==> src/rtl/data_unpacker_pkg.sv <==
// data_unpacker_pkg: shared state type and width helpers for the data unpacker
package data_unpacker_pkg;
  typedef enum logic {EMPTY, SPLIT} state_e;
  function automatic int c_log_2(input int n);
    int r = 0;
    while ((1 << r) < n) r++;
    return r;
  endfunction
  function automatic int num_slices(input int iw, input int ow);
    return (iw + ow - 1) / ow;
  endfunction
endpackage

==> src/rtl/data_unpacker_if.sv <==
// data_unpacker_if: wide write channel in (s_*) and narrow write channel out (m_*)
// slave modport = unpacker side, master modport = surrounding producer/consumer
interface data_unpacker_if #(
  parameter int IN_WIDTH  = 128,
  parameter int OUT_WIDTH = 64
);
  logic                 s_write_req;
  logic                 s_write_ready;
  logic [IN_WIDTH-1:0]  s_write_data;
  logic                 m_write_req;
  logic                 m_write_ready;
  logic [OUT_WIDTH-1:0] m_write_data;
  logic                 m_write_last;
  modport slave (
    input  s_write_req, s_write_data, m_write_ready,
    output s_write_ready, m_write_req, m_write_data, m_write_last
  );
  modport master (
    output s_write_req, s_write_data, m_write_ready,
    input  s_write_ready, m_write_req, m_write_data, m_write_last
  );
endinterface

==> src/rtl/data_unpacker_stats.sv <==
// unpacker_stats: saturating counters of narrow transfers and stalled cycles
// ports: clk, reset (sync, active-low), word_i/stall_i event strobes, words_o/stalls_o counts
module unpacker_stats (
  input  logic        clk,
  input  logic        reset,
  input  logic        word_i,
  input  logic        stall_i,
  output logic [31:0] words_o,
  output logic [31:0] stalls_o
);
  logic [31:0] words_q, stalls_q;
  always_ff @(posedge clk) begin
    if (!reset) begin
      words_q  <= '0;
      stalls_q <= '0;
    end else begin
      words_q  <= (word_i && !(&words_q)) ? words_q + 32'd1 : words_q;
      stalls_q <= (stall_i && !(&stalls_q)) ? stalls_q + 32'd1 : stalls_q;
    end
  end
  assign words_o  = words_q;
  assign stalls_o = stalls_q;
endmodule

==> src/rtl/data_unpacker.sv <==
// data_unpacker: splits one IN_WIDTH word into ceil(IN_WIDTH/OUT_WIDTH) OUT_WIDTH words, LSB slice first
// ports: clk, reset (sync, active-low), bus (data_unpacker_if.slave: s_* wide in, m_* narrow out)
// UNPACKER_STATS_EN adds stat_words_out / stat_stall_cycles saturating counters
module data_unpacker
  import data_unpacker_pkg::*;
#(
  parameter int IN_WIDTH  = 128,
  parameter int OUT_WIDTH = 64,
  parameter int OP_WIDTH  = 16
) (
  input logic clk,
  input logic reset,
  data_unpacker_if.slave bus
`ifdef UNPACKER_STATS_EN
  ,
  output logic [31:0] stat_words_out,
  output logic [31:0] stat_stall_cycles
`endif
);
  localparam int NUM   = num_slices(IN_WIDTH, OUT_WIDTH);
  localparam int CNT_W = c_log_2(NUM) > 0 ? c_log_2(NUM) : 1;
  // hold is padded to a whole number of slices so the final slice zero-fills
  localparam int HW    = NUM * OUT_WIDTH;
  localparam logic [CNT_W-1:0] CNT_LAST = CNT_W'(NUM - 1);
  if (OUT_WIDTH % OP_WIDTH != 0) begin : g_width_chk
    $error("OUT_WIDTH must be a multiple of OP_WIDTH");
  end
  state_e           state_q, state_d;
  logic [HW-1:0]    hold_q, hold_d;
  logic [CNT_W-1:0] cnt_q, cnt_d;
  logic             at_last, m_acc, s_rdy, s_acc;
  always_ff @(posedge clk) begin
    if (!reset) begin
      state_q <= EMPTY;
      hold_q  <= '0;
      cnt_q   <= '0;
    end else begin
      state_q <= state_d;
      hold_q  <= hold_d;
      cnt_q   <= cnt_d;
    end
  end
  always_comb begin
    at_last = state_q == SPLIT && cnt_q == CNT_LAST;
    m_acc   = state_q == SPLIT && bus.m_write_ready;
    // the final slice leaving frees the holding register in the same cycle
    s_rdy   = state_q == EMPTY || (bus.m_write_ready && cnt_q == CNT_LAST);
    s_acc   = bus.s_write_req && s_rdy;
    state_d = s_acc ? SPLIT : (m_acc && at_last) ? EMPTY : state_q;
    hold_d  = s_acc ? HW'(bus.s_write_data) : m_acc ? hold_q >> OUT_WIDTH : hold_q;
    cnt_d   = s_acc ? '0 : m_acc ? (at_last ? '0 : cnt_q + 1'b1) : cnt_q;
  end
  assign bus.s_write_ready = s_rdy;
  assign bus.m_write_req   = state_q == SPLIT;
  assign bus.m_write_data  = hold_q[OUT_WIDTH-1:0];
  assign bus.m_write_last  = at_last;
`ifdef UNPACKER_STATS_EN
  unpacker_stats u_stats (
    .clk     (clk),
    .reset   (reset),
    .word_i  (m_acc),
    .stall_i (state_q == SPLIT && !bus.m_write_ready),
    .words_o (stat_words_out),
    .stalls_o(stat_stall_cycles)
  );
`endif
endmodule

==> src/flat_wrapper.sv <==
// flat-port wrapper written by rule: the top's interface ports become plain ports
module data_unpacker_flat import data_unpacker_pkg::*;
#(
  parameter int IN_WIDTH  = 128,
  parameter int OUT_WIDTH = 64,
  parameter int OP_WIDTH  = 16
)
  (clk, reset, bus_s_write_req, bus_s_write_data, bus_m_write_ready, bus_s_write_ready, bus_m_write_req, bus_m_write_data, bus_m_write_last);
  data_unpacker_if #(.IN_WIDTH(IN_WIDTH), .OUT_WIDTH(OUT_WIDTH)) bus_i ();
  input logic clk;
  input logic reset;
  input wire logic [$bits(bus_i.s_write_req)-1:0] bus_s_write_req;
  input wire logic [$bits(bus_i.s_write_data)-1:0] bus_s_write_data;
  input wire logic [$bits(bus_i.m_write_ready)-1:0] bus_m_write_ready;
  output wire logic [$bits(bus_i.s_write_ready)-1:0] bus_s_write_ready;
  output wire logic [$bits(bus_i.m_write_req)-1:0] bus_m_write_req;
  output wire logic [$bits(bus_i.m_write_data)-1:0] bus_m_write_data;
  output wire logic [$bits(bus_i.m_write_last)-1:0] bus_m_write_last;
  assign bus_i.s_write_req = bus_s_write_req;
  assign bus_i.s_write_data = bus_s_write_data;
  assign bus_i.m_write_ready = bus_m_write_ready;
  assign bus_s_write_ready = bus_i.s_write_ready;
  assign bus_m_write_req = bus_i.m_write_req;
  assign bus_m_write_data = bus_i.m_write_data;
  assign bus_m_write_last = bus_i.m_write_last;
  data_unpacker #(.IN_WIDTH(IN_WIDTH), .OUT_WIDTH(OUT_WIDTH), .OP_WIDTH(OP_WIDTH)) u_core (.clk(clk), .reset(reset), .bus(bus_i));
endmodule
==> config.mk <==
export PLATFORM = sky130hd
export DESIGN_NAME = data_unpacker_flat
export DESIGN_NICKNAME = d
export VERILOG_FILES = /design/src/rtl/data_unpacker_pkg.sv /design/src/rtl/data_unpacker_if.sv /design/src/rtl/data_unpacker_stats.sv /design/src/rtl/data_unpacker.sv /design/src/flat_wrapper.sv
export SDC_FILE = /design/constraint.sdc
export NUM_CORES = 1
export LEC_CHECK = 0
export ABC_AREA = 1
export CORE_MARGIN = 2
export CORE_UTILIZATION = 42
export DETAILED_ROUTE_END_ITERATION = 16
export PLACE_DENSITY = 0.8
export SYNTH_ARGS = -nofsm -noshare
export SYNTH_HDL_FRONTEND = slang
export SYNTH_SLANG_ARGS = --single-unit
==> constraint.sdc <==
create_clock -name clk -period 1.2 [get_ports clk]
set_input_delay 0.24 -clock clk [delete_from_list [all_inputs] [get_ports clk]]
set_output_delay 0.24 -clock clk [all_outputs]
set_load 0.01 [all_outputs]
==> impl_metrics.yaml, run 1 <==
clock_network:
  htree_levels: 4
  clk_pin_slew_worst_paths_ns: 0.06
  clock_tree.root_cell: "sky130_fd_sc_hd__clkbuf_16"
  hold_buffers: 0
  cts.path.max_buffers: 2
  cts_buffers: 17
  clock_latency_ns: 0.42
  tritoncts: "yes"
  cts.sinks: 130
drt:
  ant_nets: 0
  finalWirelength_mm: 24.2
  vias_per_cell: 5.57
  drt_iter0_drc: 773
  routed_wl_per_cell_microns: 18.9
  drtPass1Iterations: 6
  detail_route.drc_violations: 0
  vias: 7135
floorplanning:
  io-pin-count: 199
  placeable_area_sq_mm: 0.0146
  floorplan.die.height_microns: 127
  rows: 44
  total_die_area_sq_mm: 0.0161
  dieWidth_microns: 127
  floorplan.initialDensity_pct: 43.3
worst_setup_path:
  regToRegStartpoint: "u_core.cnt_q$_SDFFE_PP0P_"
  critical_path.endpoint_type: "flip-flop"
  cp.required_ns: 1.56
  max_stage_delay_ns: 0.33
  cp_max_fo: 5
  critPathMostFrequentCell: "sky130_fd_sc_hd__nand2_1"
  worst_ep_arrival_time_ns: 1.74
  critical-path-slowest-cell: "sky130_fd_sc_hd__dfxtp_2"
  crit_type: "flip-flop to flip-flop"
  critPathLaunch: "u_core.cnt_q$_SDFFE_PP0P_"
  sort_of_element_at_the_start_of_the_critical_path: "flip-flop"
  cells_along_the_critical_path: "nand2_2 > nand2_4 > buf_6 > nand2_8 > clkbuf_16 > buf_16 > nand2_1 > nand2_1 > a21oi_2"
finish:
  area_growth_syn_to_fin_pct: 63.6
  seq_area_sq_mm: 0.00262
  layout_cells_sized_above_1_pct: 36.6
  finalNetCount: 1216
  insertedDiodeCount: 0
  multi_input_comb_area_sq_mm: 0.00351
  filler_cell_count: 1073
  layout.cells.most_common: "sky130_fd_sc_hd__nand3_1"
  layout_common_cells: "sky130_fd_sc_hd__nand3_1 (170), sky130_fd_sc_hd__nand2_1 (161), sky130_fd_sc_hd__clkdlybuf4s50_1 (129), sky130_fd_sc_hd__dfxtp_1 (118), sky130_fd_sc_hd__a21oi_2 (79)"
global_route:
  gr-usage-all-layers_pct: 22.7
  grt_max_degree: 43
  grt_pass1_wl_mm: 29.4
  number_of_antenna_violations_at_the_first_check_in_global_routing: 0
  vias_in_the_first_global_route: 5857
  grt_remaining_overflow: 0
yosys:
  synthDistinctLibCells: 15
  yosysWarningCount: 0
  synthesis.instances: 924
  post_synthesis_cell_area_sq_mm: 0.00633
  yosysSeqAreaShare_pct: 41.1
  synth.avg_cell_area_sq_um: 6.86
  yosys_register_bits: 130
  syn-num-nets: 1056
min_path:
  holdCritPathClass: "input pin to flip-flop"
  hold_path_startpoint: "bus_s_write_data[68]"
timing:
  hold_viol: 0
  setup_violations: 131
  timing.final.crit_share_pct: 115
  maxClockFrequency_ghz: 0.725
  final_max_slew_viol_count: 0
  slew_headroom_pct: 77.9
  worst-slew-pin-transition_ns: 0.331
  rsz0062_at_grt: "true"
  hold_slack_ns: 0.384
  period_minus_slack_ns: 1.38
  worst_skew_ns: 0.00726
  final_critical_path_setup_slack_ns: -0.179
run_status:
  status: "finished with violations"
  violations_in_the_final_reports: "negative setup slack"
power_and_ir_drop:
  pwr-share-comb_pct: 24.8
  vdd_drop_max_mv: 0.968
  total_power_w: 0.0134
  clock_power_share_pct: 39.0
  leakagePower_nw: 4.54
  cellPowerDensity_mw_per_mm2: 1290
  p_int_w: 0.00946
  p_sw_share_pct: 29.3
  seqPwrFrac_pct: 36.2
  switching_power_w: 0.00393
placement:
  detailedPlace.worstSlack_ns: -0.614
  routabilityCongestion: 0.816
  number_of_i_o_port_buffers: 198
  dpl.hpwl_mm: 11.6
job:
  max_cap_violations: 0
state kept, by name (all words and copies together) (netlist names):
register,cells
u_core.hold_q,128
u_core.bus.m_write_req,1
u_core.cnt_q,1
layer usage:
metal	part of all wire, %	GRT usage, %	up-vias
met5	0	0	-
met4	3.8	8.40	0
met3	7.7	4.56	88
met2	50	38.4	423
met1	39	28.6	3368
li1	-	-	3256
power groups by stage:
stage	Combinational (W)	Sequential, W	Clock, W
final	0.00332	0.00484	0.00522
after global routing	0.00351	0.00487	0.00542
after CTS	0.00238	0.00482	0.00520
after detailed placement	0.00232	0.00491	0
after global placement	0.00230	0.00490	0
after floorplan	0.00140	0.00487	0
stage by stage:
step / cell area, sq um / util, % / instances / TNS [ns]
after floorplan: 6340 / - / 924 / 0
after global placement: 8190 / 55.9 / 1207 / -68.04
after detailed placement: 8190 / 55.9 / 1207 / -73.22
after CTS: 8830 / 60.3 / 1248 / -9.14
after global routing: 10400 / 70.8 / 1281 / -18.34
final: 10400 / 70.8 / 1281 / -12.03
Yosys cell counts:
library cell,count,area [sq um]
sky130_fd_sc_hd__nand2_1,259,972
sky130_fd_sc_hd__inv_2,2,7.51
sky130_fd_sc_hd__nand3_1,192,961
sky130_fd_sc_hd__inv_1,66,248
sky130_fd_sc_hd__o21ai_0,1,5.00
sky130_fd_sc_hd__buf_2,40,200
sky130_fd_sc_hd__dfxtp_1,130,2600
sky130_fd_sc_hd__a21oi_1,129,646
sky130_fd_sc_hd__buf_1,10,37.5
sky130_fd_sc_hd__buf_4,74,556
sky130_fd_sc_hd__nor2_1,1,3.75
sky130_fd_sc_hd__clkbuf_1,15,56.3
sky130_fd_sc_hd__buf_6,2,22.5
sky130_fd_sc_hd__nand2_2,2,12.5
sky130_fd_sc_hd__nor3_1,1,5.00
final timing paths:
check,slack (ns),depth (start not counted),endpoint
min reg2reg,0.48,2,u_core.hold_q[76]$_SDFFE_PN0P_
max,-0.18,9,u_core.hold_q[29]$_SDFFE_PN0P_
max reg2reg,-0.18,9,u_core.hold_q[29]$_SDFFE_PN0P_
min,0.38,3,u_core.hold_q[68]$_SDFFE_PN0P_
worst max-delay path: cells and delay by family (launching register included):
family                 cells  cell delay, ns
DFF                        1            0.33
buffers and inverters      3            0.47
and+or+nand+nor            5            0.40
AOI/OAI and AO/OA          1            0.11
repair_timing:
item,4_1_cts,5_1_grt
cloned,7,28
pin swaps,5,63
gates resized for setup,327,257
endpoints found under the setup margin,195,132
buffers inserted,2,7
layout make-up:
cell class,instances,share of cell area (%)
sequential,130,25.3
multi-input combinational,586,33.9
timing repair inverter,1,0.157
inverter,68,2.76
timing repair buffer,280,30.0
tap,184,2.22
clock inverter,12,1.29
clock buffer,20,4.41
cells by family (layout without fill, tap and decap cells):
kind of cell	count (synthesis)	after routing	synth area share, %
simple gates	455	456	30.9
compound gates	130	130	10.3
flops	130	130	41.1
buf+inv	209	381	17.8
(Power assumes the default switching activity.)
==> run 2: changes to the inputs <==
--- a/config.mk
+++ b/config.mk
@@ -8,6 +8,7 @@
 export ABC_AREA = 1
 export CORE_MARGIN = 2
 export CORE_UTILIZATION = 42
+export CTS_CLUSTER_DIAMETER = 40
 export DETAILED_ROUTE_END_ITERATION = 16
 export PLACE_DENSITY = 0.8
 export SYNTH_ARGS = -nofsm -noshare
==> results of run 2 <==
No change in the layout: final DEF, timing and power equal those of run 1.
==> run 3: changes to the inputs <==
--- a/config.mk
+++ b/config.mk
@@ -6,11 +6,13 @@
 export NUM_CORES = 1
 export LEC_CHECK = 0
 export ABC_AREA = 1
-export CORE_MARGIN = 2
+export CORE_MARGIN = 4
 export CORE_UTILIZATION = 42
 export CTS_CLUSTER_DIAMETER = 40
 export DETAILED_ROUTE_END_ITERATION = 16
+export HOLD_SLACK_MARGIN = 0.15
 export PLACE_DENSITY = 0.8
+export SLEW_MARGIN = 30
 export SYNTH_ARGS = -nofsm -noshare
 export SYNTH_HDL_FRONTEND = slang
 export SYNTH_SLANG_ARGS = --single-unit
==> impl_metrics.yaml, run 3 (same netlist as run 1, synthesis figures left out) <==
run_status:
  status: "finished with violations"
  violations_in_the_final_reports: "negative setup slack"
clock_network:
  clk_pin_slew_worst_paths_ns: 0.06
  htree_levels: 4
  clock_tree.root_cell: "sky130_fd_sc_hd__clkbuf_16"
  cts_buffers: 17
  clock_latency_ns: 0.42
  cts.sinks: 130
  cts.path.max_buffers: 2
  tritoncts: "yes"
  hold_buffers: 0
timing:
  worst_skew_ns: 0.00623
  maxClockFrequency_ghz: 0.698
  setup_violations: 132
  hold_slack_ns: 0.374
  slew_headroom_pct: 77.7
  worst-slew-pin-transition_ns: 0.334
  final_max_slew_viol_count: 0
  timing.final.crit_share_pct: 119
  final_critical_path_setup_slack_ns: -0.232
  rsz0062_at_grt: "true"
  hold_viol: 0
  finalSetupTns_ns: -19.09
  period_minus_slack_ns: 1.43
floorplanning:
  total_die_area_sq_mm: 0.0171
  rows: 44
  floorplan.initialDensity_pct: 43.3
  floorplan.die.height_microns: 131
  io-pin-count: 199
  placeable_area_sq_mm: 0.0146
  dieWidth_microns: 131
finish:
  layout.cells.most_common: "sky130_fd_sc_hd__nand2_1"
  area_growth_syn_to_fin_pct: 64.2
  largest_register_ffs: 128
  insertedDiodeCount: 0
  finalNetCount: 1209
  stdcell_area_sq_mm: 0.0104
  layout_common_cells: "sky130_fd_sc_hd__nand2_1 (176), sky130_fd_sc_hd__clkdlybuf4s50_1 (129), sky130_fd_sc_hd__dfxtp_1 (123), sky130_fd_sc_hd__nand3_1 (122), sky130_fd_sc_hd__a21oi_2 (73)"
  register_with_the_most_flip_flops: "u_core.hold_q"
  layout_cells_sized_above_1_pct: 38.1
  filler_cell_count: 1044
  finish.utilization_pct: 71.0
placement:
  place_area_sq_mm: 0.00824
  routabilityCongestion: 0.814
  dpl.hpwl_mm: 12.2
  number_of_i_o_port_buffers: 198
worst_setup_path:
  worst_ep_arrival_time_ns: 1.77
  critical_path.endpoint_type: "flip-flop"
  max_stage_delay_ns: 0.33
  cp_max_fo: 10
  critical-path-slowest-cell: "sky130_fd_sc_hd__dfxtp_2"
  crit_type: "flip-flop to flip-flop"
  sort_of_element_at_the_start_of_the_critical_path: "flip-flop"
  cells_along_the_critical_path: "nand2_2 > nand2_4 > buf_6 > nand2_8 > buf_12 > buf_16 > nand3_2 > a21oi_1"
  cp.required_ns: 1.54
global_route:
  grt_max_degree: 41
  grt_pass1_wl_mm: 30.8
  gr-usage-all-layers_pct: 22.8
  vias_in_the_first_global_route: 6329
  grt_remaining_overflow: 0
  number_of_antenna_violations_at_the_first_check_in_global_routing: 0
drt:
  vias_per_cell: 5.50
  vias: 7010
  drt_iter0_drc: 657
  routed_wl_per_cell_microns: 18.9
  drtPass1Iterations: 5
  finalWirelength_mm: 24.1
  ant_nets: 0
  detail_route.drc_violations: 0
power_and_ir_drop:
  leakagePower_nw: 4.40
  vdd_drop_max_mv: 1.03
  cellPowerDensity_mw_per_mm2: 1290
  total_power_w: 0.0134
min_path:
  holdCritPathClass: "input pin to flip-flop"
job:
  max_cap_violations: 0
-- run 3: cell types whose count changed in the layout (fill, tap and decap cells not counted), moves of 6 or more --
cell                        change
sky130_fd_sc_hd__a21oi_1        +6
sky130_fd_sc_hd__a21oi_2        -6
sky130_fd_sc_hd__buf_6          -6
sky130_fd_sc_hd__clkbuf_16      -7
sky130_fd_sc_hd__nand2_1       +15
sky130_fd_sc_hd__nand2_4       -12
sky130_fd_sc_hd__nand3_1       -48
sky130_fd_sc_hd__nand3_2       +43
-- run 3: cell type report --
type / count / area, sq um / area share, %
multi-input cells: 585 / 3650 / 35.1
repair buffers: 275 / 3030 / 29.2
flip-flops and latches: 130 / 2610 / 25.1
clock buffers: 23 / 498 / 4.79
inverters: 68 / 273 / 2.62
well taps: 184 / 230 / 2.21
clock inverters: 9 / 103 / 0.987
-- run 3: per-layer routing --
| metal | global-route usage, % | wire [microns] | share of wire [%] |
|---|---|---|---|
| met1 | 26.9 | 9120 | 38 |
| met4 | 9.86 | 897 | 3.7 |
| met3 | 5.08 | 1810 | 7.5 |
| met2 | 39.8 | 12200 | 51 |
| met5 | 0 | 0 | 0 |
-- run 3: what timing repair did --
action                                  in CTS  in global routing
endpoints found under the setup margin     197                134
pin swaps                                    5                 76
resized for setup                          333                254
setup buffers                                9                  0
gates cloned                                10                 16
-- run 3: final timing paths --
| check | cells after the start | start | end | slack, ns |
|---|---|---|---|---|
| setup reg to reg | 8 | u_core.cnt_q$_SDFFE_PP0P_ | u_core.hold_q[110]$_SDFFE_PN0P_ | -0.23 |
| setup / recovery | 8 | u_core.cnt_q$_SDFFE_PP0P_ | u_core.hold_q[110]$_SDFFE_PN0P_ | -0.23 |
| hold reg to reg | 2 | u_core.hold_q[65]$_SDFFE_PN0P_ | u_core.hold_q[65]$_SDFFE_PN0P_ | 0.47 |
| hold / removal | 3 | bus_s_write_data[118] | u_core.hold_q[118]$_SDFFE_PN0P_ | 0.37 |
-- run 3: report_power, final --
part	leakage, nW	switching (W)	internal, W
Sequential	1.07	0.000213	0.00465
Combinational	3.04	0.00165	0.00163
Clock	0.291	0.00193	0.00332
Total	4.40	0.00379	0.00960
-- run 3: through the flow --
stage / cells / worst slack (ns)
global placement: 1208 / -0.603
global route: 1274 / -0.288
floorplan: 924 / 0.0623
detailed placement: 1208 / -0.632
finish: 1274 / -0.232
CTS: 1258 / -0.187
-- run 3: worst max-delay path, delay by kind of cell, from the launching register on --
| kind | cells | cell delay, ns |
|---|---|---|
| buffers and inverters | 3 | 0.46 |
| AND/OR/NAND/NOR | 4 | 0.36 |
| flip-flops | 1 | 0.33 |
| AO/OA/AOI/OAI | 1 | 0.18 |
